## config.mk

```make
export PLATFORM = sky130hd
export DESIGN_NAME = midi_message_parser
export DESIGN_NICKNAME = d
export VERILOG_FILES = /design/src/rtl/MIDI.sv /design/src/rtl/midi_message_parser.sv
export SDC_FILE = /design/constraint.sdc
export NUM_CORES = 1
export LEC_CHECK = 0
export CORE_MARGIN = 4
export CORE_UTILIZATION = 54
export CTS_BUF_LIST = sky130_fd_sc_hd__clkbuf_16
export CTS_CLUSTER_DIAMETER = 150
export DETAILED_ROUTE_END_ITERATION = 8
export PLACE_DENSITY = 0.83
export SLEW_MARGIN = 0
export SYNTH_ARGS = -nofsm -noshare
export SYNTH_HDL_FRONTEND = slang
export SYNTH_SLANG_ARGS = --single-unit
```

## constraint.sdc

```tcl
create_clock -name clock_50_000_000 -period 3.1 [get_ports clock_50_000_000]
set_clock_uncertainty 0.2 [all_clocks]
set_input_delay 0.775 -clock clock_50_000_000 [delete_from_list [all_inputs] [get_ports clock_50_000_000]]
set_output_delay 0.775 -clock clock_50_000_000 [all_outputs]
set_load 0.02 [all_outputs]
```

## src/rtl/MIDI.sv

```systemverilog
// Shared MIDI channel-voice message types and byte-class constants for the
// parser and its downstream consumers.
package MIDI;

  typedef enum logic [3:0] {
    NOTE_OFF         = 4'h8,
    NOTE_ON          = 4'h9,
    POLY_PRESSURE    = 4'hA,
    CONTROL_CHANGE   = 4'hB,
    PROGRAM_CHANGE   = 4'hC,
    CHANNEL_PRESSURE = 4'hD,
    PITCH_BEND       = 4'hE
  } message_type_t;

  typedef struct packed {
    message_type_t message_type;
    logic [3:0]    channel;
    logic [6:0]    data_byte1;
    logic [6:0]    data_byte2;
  } message_t;

  localparam logic [7:0] SYSEX_START  = 8'hF0;
  localparam logic [7:0] SYSEX_END    = 8'hF7;
  localparam logic [7:0] REALTIME_MIN = 8'hF8;

  // Program change and channel pressure carry one data byte; all others two.
  function automatic logic [1:0] data_bytes_for_type(input message_type_t message_type);
    case (message_type)
      PROGRAM_CHANGE, CHANNEL_PRESSURE: return 2'd1;
      default:                          return 2'd2;
    endcase
  endfunction

endpackage

```

## src/rtl/midi_message_parser.sv

```systemverilog
// Byte-stream MIDI parser with running status; drops sysex/common/real-time.
// Define MIDI_CHANNEL_FILTER_EN to deliver only messages on LISTEN_CHANNEL.
module midi_message_parser
  import MIDI::*;
#(
  parameter logic [3:0] LISTEN_CHANNEL = 4'd0
) (
  input  logic          clock_50_000_000,
  input  logic          reset_l,
  input  logic [7:0]    rx_byte,
  input  logic          rx_valid,
  output message_t      message,
  output logic          message_valid,
  output logic          parse_error
);

  typedef enum logic [1:0] {IDLE, WAIT_D1, WAIT_D2, DISCARD} state_t;

  state_t        state;
  message_type_t running_type;
  logic [3:0]    running_channel;
  logic [6:0]    data_byte1;
  logic          deliver;

`ifdef MIDI_CHANNEL_FILTER_EN
  assign deliver = (running_channel == LISTEN_CHANNEL);
`else
  logic unused_listen_channel;
  assign unused_listen_channel = ^LISTEN_CHANNEL;
  assign deliver = 1'b1;
`endif

  wire is_channel_status = rx_byte[7] && (rx_byte < SYSEX_START);

  always_ff @(posedge clock_50_000_000) begin
    // NOTE: every register here is state, so all use non-blocking assignment.
    if (!reset_l) begin
      state           <= IDLE;
      running_type    <= message_type_t'(4'h0);
      running_channel <= 4'h0;
      data_byte1      <= 7'h00;
      message         <= '0;
      message_valid   <= 1'b0;
      parse_error     <= 1'b0;
    end else begin
      message_valid <= 1'b0;
      parse_error   <= 1'b0;
      // Real-time bytes fall through untouched so they can interleave anywhere.
      if (rx_valid && rx_byte < REALTIME_MIN) begin
        if (is_channel_status) begin
          running_type    <= message_type_t'(rx_byte[7:4]);
          running_channel <= rx_byte[3:0];
          state           <= WAIT_D1;
        end else if (rx_byte == SYSEX_END) begin
          running_type    <= message_type_t'(4'h0);
          running_channel <= 4'h0;
          state           <= IDLE;
        end else if (rx_byte[7]) begin
          running_type    <= message_type_t'(4'h0);
          running_channel <= 4'h0;
          state           <= DISCARD;
        end else begin
          case (state)
            IDLE:    parse_error <= 1'b1;
            DISCARD: ;
            WAIT_D1: begin
              if (data_bytes_for_type(running_type) == 2'd1) begin
                if (deliver) begin
                  message       <= '{message_type: running_type, channel: running_channel,
                                     data_byte1: rx_byte[6:0], data_byte2: 7'h00};
                  message_valid <= 1'b1;
                end
              end else begin
                data_byte1 <= rx_byte[6:0];
                state      <= WAIT_D2;
              end
            end
            WAIT_D2: begin
              if (deliver) begin
                message       <= '{message_type: running_type, channel: running_channel,
                                   data_byte1: data_byte1, data_byte2: rx_byte[6:0]};
                message_valid <= 1'b1;
              end
              // Running status: further data bytes open a new message of this type.
              state <= WAIT_D1;
            end
            default: state <= IDLE;
          endcase
        end
      end
    end
  end

endmodule
```

==> impl_metrics.tcl, run 1 <==
set metrics [dict create \
    status "complete, no violations" \
    drt_first_pass_iters 4 \
    vias 1448 \
    synthCells 188 \
    start_util_pct 56.6 \
    maxSlewHeadroom_pct 45.4 \
    dp_cells 256 \
    synth-seq-area-share_pct 47.5 \
    grt_usage_pct 21.4 \
    yosys.area_share.simple_pct 21.7 \
    postRouteAntennaNets 0 \
    crit_fanout 22 \
    setup_violations 0 \
    grt_pass1_vias 1472 \
    place_congestion 0.840 \
    nets 233 \
    ys.flop_type "dfxtp_1" \
    synth_area_per_cell_sq_um 9.19 \
    worst_pin_slew_ps 818 \
    vdd_ir_drop_max_mv 0.431 \
    die_y_um 64.6 \
    io_buffers 34 \
    netSwitchingFraction_pct 21.9 \
    synth_area_leader_cell "dfxtp_1" \
    power.share.combinational_pct 10.1 \
    netlist_area_sq_um 1730 \
    cts_tree "built" \
    synth_area_leaders "dfxtp_1 48%, mux2i_1 8.1%, nand2_1 6.5%" \
    synthToLayoutAreaGrowth_pct 28.9 \
    max_freq_mhz 403 \
    power.density_nw_per_um2 558 \
    synth-edff-count 0 \
    maxSlewViolCount 0 \
    grt-ovfl-total 0 \
    seqPwrFrac_pct 44.4 \
    core_area_sq_um 3050 \
    ys_ff_latch 41 \
    p_leak_uw 0.000832 \
    ys_types 32 \
    synth_top_family_by_area "simple AND/OR/NAND/NOR gates" \
    clock_latency_ps 270 \
    htreeDepth 2 \
    avgViaCountPerCell 5.48 \
    postCtsSetupBuffers 0 \
    grt_pass1_wl_um 6980 \
    period_share_pct 80.1 \
    ys_top_cells_by_count "41 x dfxtp_1, 30 x nand2_1, 22 x a21oi_1" \
    dieWidth_um 64.6 \
    clk_pin_slew_ps 60 \
    clock_path_buffers 2 \
    ys_async_sr_fraction_pct 0 \
    synth.most_common_cell "dfxtp_1" \
    synth-xor-area-share_pct 0 \
    critPathRequiredTime_ps 3090 \
    synth_mux_area_share_pct 8.11 \
    drt-total-wl_um 4020 \
    yosys.area.top_type_share_pct 47.5 \
    boundaryPins 35 \
    grt_max_degree 29 \
    finalSetupTns_ps 0 \
    end_kind "flop" \
    hp-class "reg2reg" \
    p_switching_uw 273 \
    clock-sinks 41 \
    drt_iter0_markers 92 \
    cts_root_buffer "clkbuf_16" \
    min_period_ps 2480 \
    wl_per_cell_um 15.2 \
    crit_path_start_kind "input pin" \
    hold_buffers 0 \
    numCtsBuffers 5 \
    rsz0062_at_grt "false" \
    power.internal_uw 971 \
    max_cap_violations 0 \
    antenna_found_initial 0 \
    p_clk_share_pct 45.5 \
    yosys.area_share.adder_pct 2.17 \
    dpl.hpwl_um 2740 \
    die_area_sq_um 4170 \
    drc 0 \
    arrival_ps 2470 \
    synth_nets 202 \
    hold_violations 0 \
    synth_compound_area_share_pct 14.8 \
    rows 20 \
    num_antenna_cells 0 \
    worst-setup-path-type "in2reg" \
    finalNonFillerCells 264 \
    yosys_warnings 0 \
    post_cts_resized 0 \
    drive_above_1_share_pct 7.27 \
]
==> kinds of logic after synthesis <==
kind of cell,after synthesis
AO/OA/AOI/OAI,41
adder cells (fa/ha/maj),3
buffers and inverters,15
flip-flops,41
multiplexers,14
AND/OR/NAND/NOR,74
==> layout by cell type, fill, tap and decap left out, types with 2 or more instances in the layout <==
cell type and count:
inv_1 4, a21oi_2 4, and3_1 2, o21ai_0 2, a21oi_1 22, nand4b_1 2, mux2i_1 14, nand2_1 30
clkbuf_16 5, nand3b_1 8, nor2_1 17, clkdlybuf4s50_1 34, nand3_1 8, a211oi_1 7, dfxtp_1 41, ha_1 3
==> path summary, 6_finish.rpt <==
check               from          end  slack [ps]  depth (start not counted)
max           rx_byte[7]   message[7]         620                          6
min          message[14]  message[14]         250                          2
max reg2reg     state[0]     state[0]         990                          6
min reg2reg  message[14]  message[14]         250                          2
==> area by class of cell <==
class,instances,area [sq um]
repair buffers,36,368
flip-flops and latches,41,821
multi-input cells,132,810
fillers,256,826
clock buffers,5,125
clock inverters,3,37.5
well taps,44,55.1
inverters,3,11.3
==> worst max-delay path, stage by stage <==
cell             delay (ps)
clkdlybuf4s50_1         580
nand3b_4                240
a21oi_2                 360
buf_12                  220
nor2_1                   60
a211oi_1                220
==> state kept, by name (all words and copies together) (netlist names) <==
signal and flops:
state 2, running_type 4, data_byte1 7, message 22, parse_error 1, message_valid 1, running_channel 4
==> power by group through the flow <==
| stage | Clock, uW | Combinational [uW] | Sequential, uW |
|---|---|---|---|
| 2_1_floorplan | 0 | 74.2 | 569 |
| 3_3_place_gp | 0 | 120 | 562 |
| 3_5_place_dp | 0 | 124 | 563 |
| 4_1_cts | 573 | 125 | 552 |
| 5_1_grt | 600 | 137 | 554 |
| 6_report | 565 | 126 | 552 |
==> through the flow <==
step                area (sq um)  hold WS (ps)  worst slack (ps)  utilization, %  power [uW]
finish                      2230           252               616            73.0        1240
floorplan                   1730           232              1210               -         643
CTS                         2230           254               648            73.0        1250
global placement            2060           242               477            67.6         682
global route                2230           274               474            73.0        1290
detailed placement          2060           246               373            67.6         688
==> layer usage <==
metal	track usage (%)	part of all wire, %	vias to the layer above
met2	35.7	50	36
met3	5.72	4.2	6
met1	26.4	44	693
met5	0	0	-
li1	-	-	713
met4	7.92	1.3	0
No activity file was read; power rests on OpenSTA's default activity.
==> run 2, diff against run 1 <==
--- a/config.mk
+++ b/config.mk
@@ -6,11 +6,11 @@
 export NUM_CORES = 1
 export LEC_CHECK = 0
 export CORE_MARGIN = 4
-export CORE_UTILIZATION = 54
+export CORE_UTILIZATION = 45
 export CTS_BUF_LIST = sky130_fd_sc_hd__clkbuf_16
 export CTS_CLUSTER_DIAMETER = 150
 export DETAILED_ROUTE_END_ITERATION = 8
-export PLACE_DENSITY = 0.83
+export PLACE_DENSITY = 0.74
 export SLEW_MARGIN = 0
 export SYNTH_ARGS = -nofsm -noshare
 export SYNTH_HDL_FRONTEND = slang
==> constraint.sdc (replaced) <==
create_clock -name clock_50_000_000 -period 2 [get_ports clock_50_000_000]
set_clock_uncertainty 0.2 [all_clocks]
set_input_delay 0.5 -clock clock_50_000_000 [delete_from_list [all_inputs] [get_ports clock_50_000_000]]
set_output_delay 0.5 -clock clock_50_000_000 [all_outputs]
set_load 0.02 [all_outputs]
==> run 2 against run 1 <==
Compared with the run above: clock power rose by 55%; via count fell by 0.90%; register-to-register slack got worse by 770 ps; cell count rose by 7.2%; non-clock buffer count rose by 15; count of clock-buffer cells in the layout did not move; critical path type is now reg2out; critical endpoint is now message[13].
==> impl_metrics.tcl, run 2 (synthesized netlist as in run 1, its figures left out) <==
set metrics [dict create \
    worstHoldPathCells 2 \
    dpl.hpwl_um 2600 \
    min_period_ps 1930 \
    place_congestion 0.809 \
    grt_pass1_wl_um 6470 \
    place_area_sq_um 2190 \
    drive_above_1_share_pct 13.2 \
    io_buffers 34 \
    drt-total-wl_um 3600 \
    critPathRequiredTime_ps 1300 \
    finalSetupTns_ps 0 \
    clock-sinks 41 \
    clk_pin_slew_ps 60 \
    htreeDepth 2 \
    p_leak_uw 0.000910 \
    maxSlewViolCount 0 \
    setup_violations 0 \
    grt_max_degree 24 \
    drc 0 \
    numCtsBuffers 5 \
    post_cts_resized 0 \
    final_area_sq_um 2360 \
    vdd_ir_drop_max_mv 0.597 \
    layout_commonest_cell "dfxtp_1" \
    synthToLayoutAreaGrowth_pct 36.4 \
    path_cells "clkdlybuf4s50_1" \
    maxSlewHeadroom_pct 81.2 \
    end_kind "output port" \
    largest_reg_flops 22 \
    drt_iter0_markers 78 \
    crit_fanout 2 \
    final_cell_mix "41 x dfxtp_1, 34 x clkdlybuf4s50_1, 30 x nand2_1" \
    antenna_found_initial 0 \
    min_to "message[2]" \
    grt_pass1_vias 1376 \
    avgViaCountPerCell 5.07 \
    worst-setup-path-type "reg2out" \
    grt_usage_pct 15.9 \
    start_util_pct 46.8 \
    period_share_pct 96.3 \
    boundaryPins 35 \
    hold_start "message[2]" \
    clock_path_buffers 2 \
    arrival_ps 1230 \
    grt-ovfl-total 0 \
    r2r-end "message[8]" \
    n_fill_cell 322 \
    clock_latency_ps 270 \
    hp-class "reg2reg" \
    r2r_slack_ps 220 \
    largest_register "message" \
    hold_violations 0 \
    finalHoldWorstSlack_ps 252 \
    cts_tree "built" \
    postCtsSetupBuffers 0 \
    cp_slowest_stage_delay_ps 610 \
    r2r_cells 7 \
    power.density_nw_per_um2 825 \
    vias 1435 \
    postRouteAntennaNets 0 \
    num_antenna_cells 0 \
    reg_top3 "message (22), data_byte1 (7)" \
    crit_cells 1 \
    hold_buffers 0 \
    die_y_um 70.0 \
    rsz0062_at_grt "false" \
    rows 22 \
    die_area_sq_um 4900 \
    critPathTopFamily "buffers and inverters" \
    multiInputGateArea_sq_um 810 \
    worstPathBufferInverterCount 1 \
    core_area_sq_um 3690 \
    drt_first_pass_iters 4 \
    cpMaxStageDelayCell "clkdlybuf4s50_1" \
    nets 248 \
    seq_area_sq_um 821 \
    max_freq_mhz 519 \
    worst_r2r_startpoint "state[1]" \
    dieWidth_um 70.0 \
    worst_pin_slew_ps 279 \
    status "complete, no violations" \
    max_cap_violations 0 \
    wl_per_cell_um 12.7 \
    cts_root_buffer "clkbuf_16" \
    crit_path_start_kind "flop" \
]
## run 2: worst max path at each step
stage / slack (ps) / start / endpoint
after CTS: 70 / message[3] / message[3]
after detailed placement: -120 / rx_valid / state[1]
after global placement: -90 / rx_valid / data_byte1[3]
after global routing: 30 / message[13] / message[13]
final: 70 / message[13] / message[13]
after floorplan: 350 / state[0] / state[0]
## run 2: cell type report
cell class | instances | area share (%)
clock buffers | 5 | 5.31
clock inverters | 3 | 1.59
inverters | 3 | 0.478
multi-input cells | 132 | 34.3
flip-flops and latches | 41 | 34.8
well taps | 48 | 2.55
repair buffers | 51 | 20.9
## run 2: layer usage
| metal | vias up | wire [um] | track usage, % |
|---|---|---|---|
| met5 | - | 0 | 0 |
| met4 | 0 | 19 | 3.83 |
| met3 | 2 | 153 | 4.46 |
| met2 | 28 | 1690 | 25.0 |
| met1 | 661 | 1740 | 21.5 |
| li1 | 744 | - | - |
## run 2: report_power, final
group | total [uW] | internal (uW) | switching (uW) | leakage, uW
Sequential | 854 | 841 | 13.0 | 0.000332
Combinational | 216 | 105 | 112 | 0.000495
Clock | 873 | 579 | 294 | 0.0000826
Total | 1940 | 1520 | 419 | 0.000910
## run 2: per-stage QoR
| stage | cells | power (uW) | util (%) | setup slack [ps] |
|---|---|---|---|---|
| 2_1_floorplan | 188 | 997 | - | 346 |
| 3_3_place_gp | 275 | 1090 | 59.5 | -86.1 |
| 3_5_place_dp | 275 | 1090 | 59.5 | -118 |
| 4_1_cts | 283 | 1960 | 63.9 | 65.4 |
| 5_1_grt | 283 | 2020 | 63.9 | 27.3 |
| 6_report | 283 | 1940 | 63.9 | 73.2 |
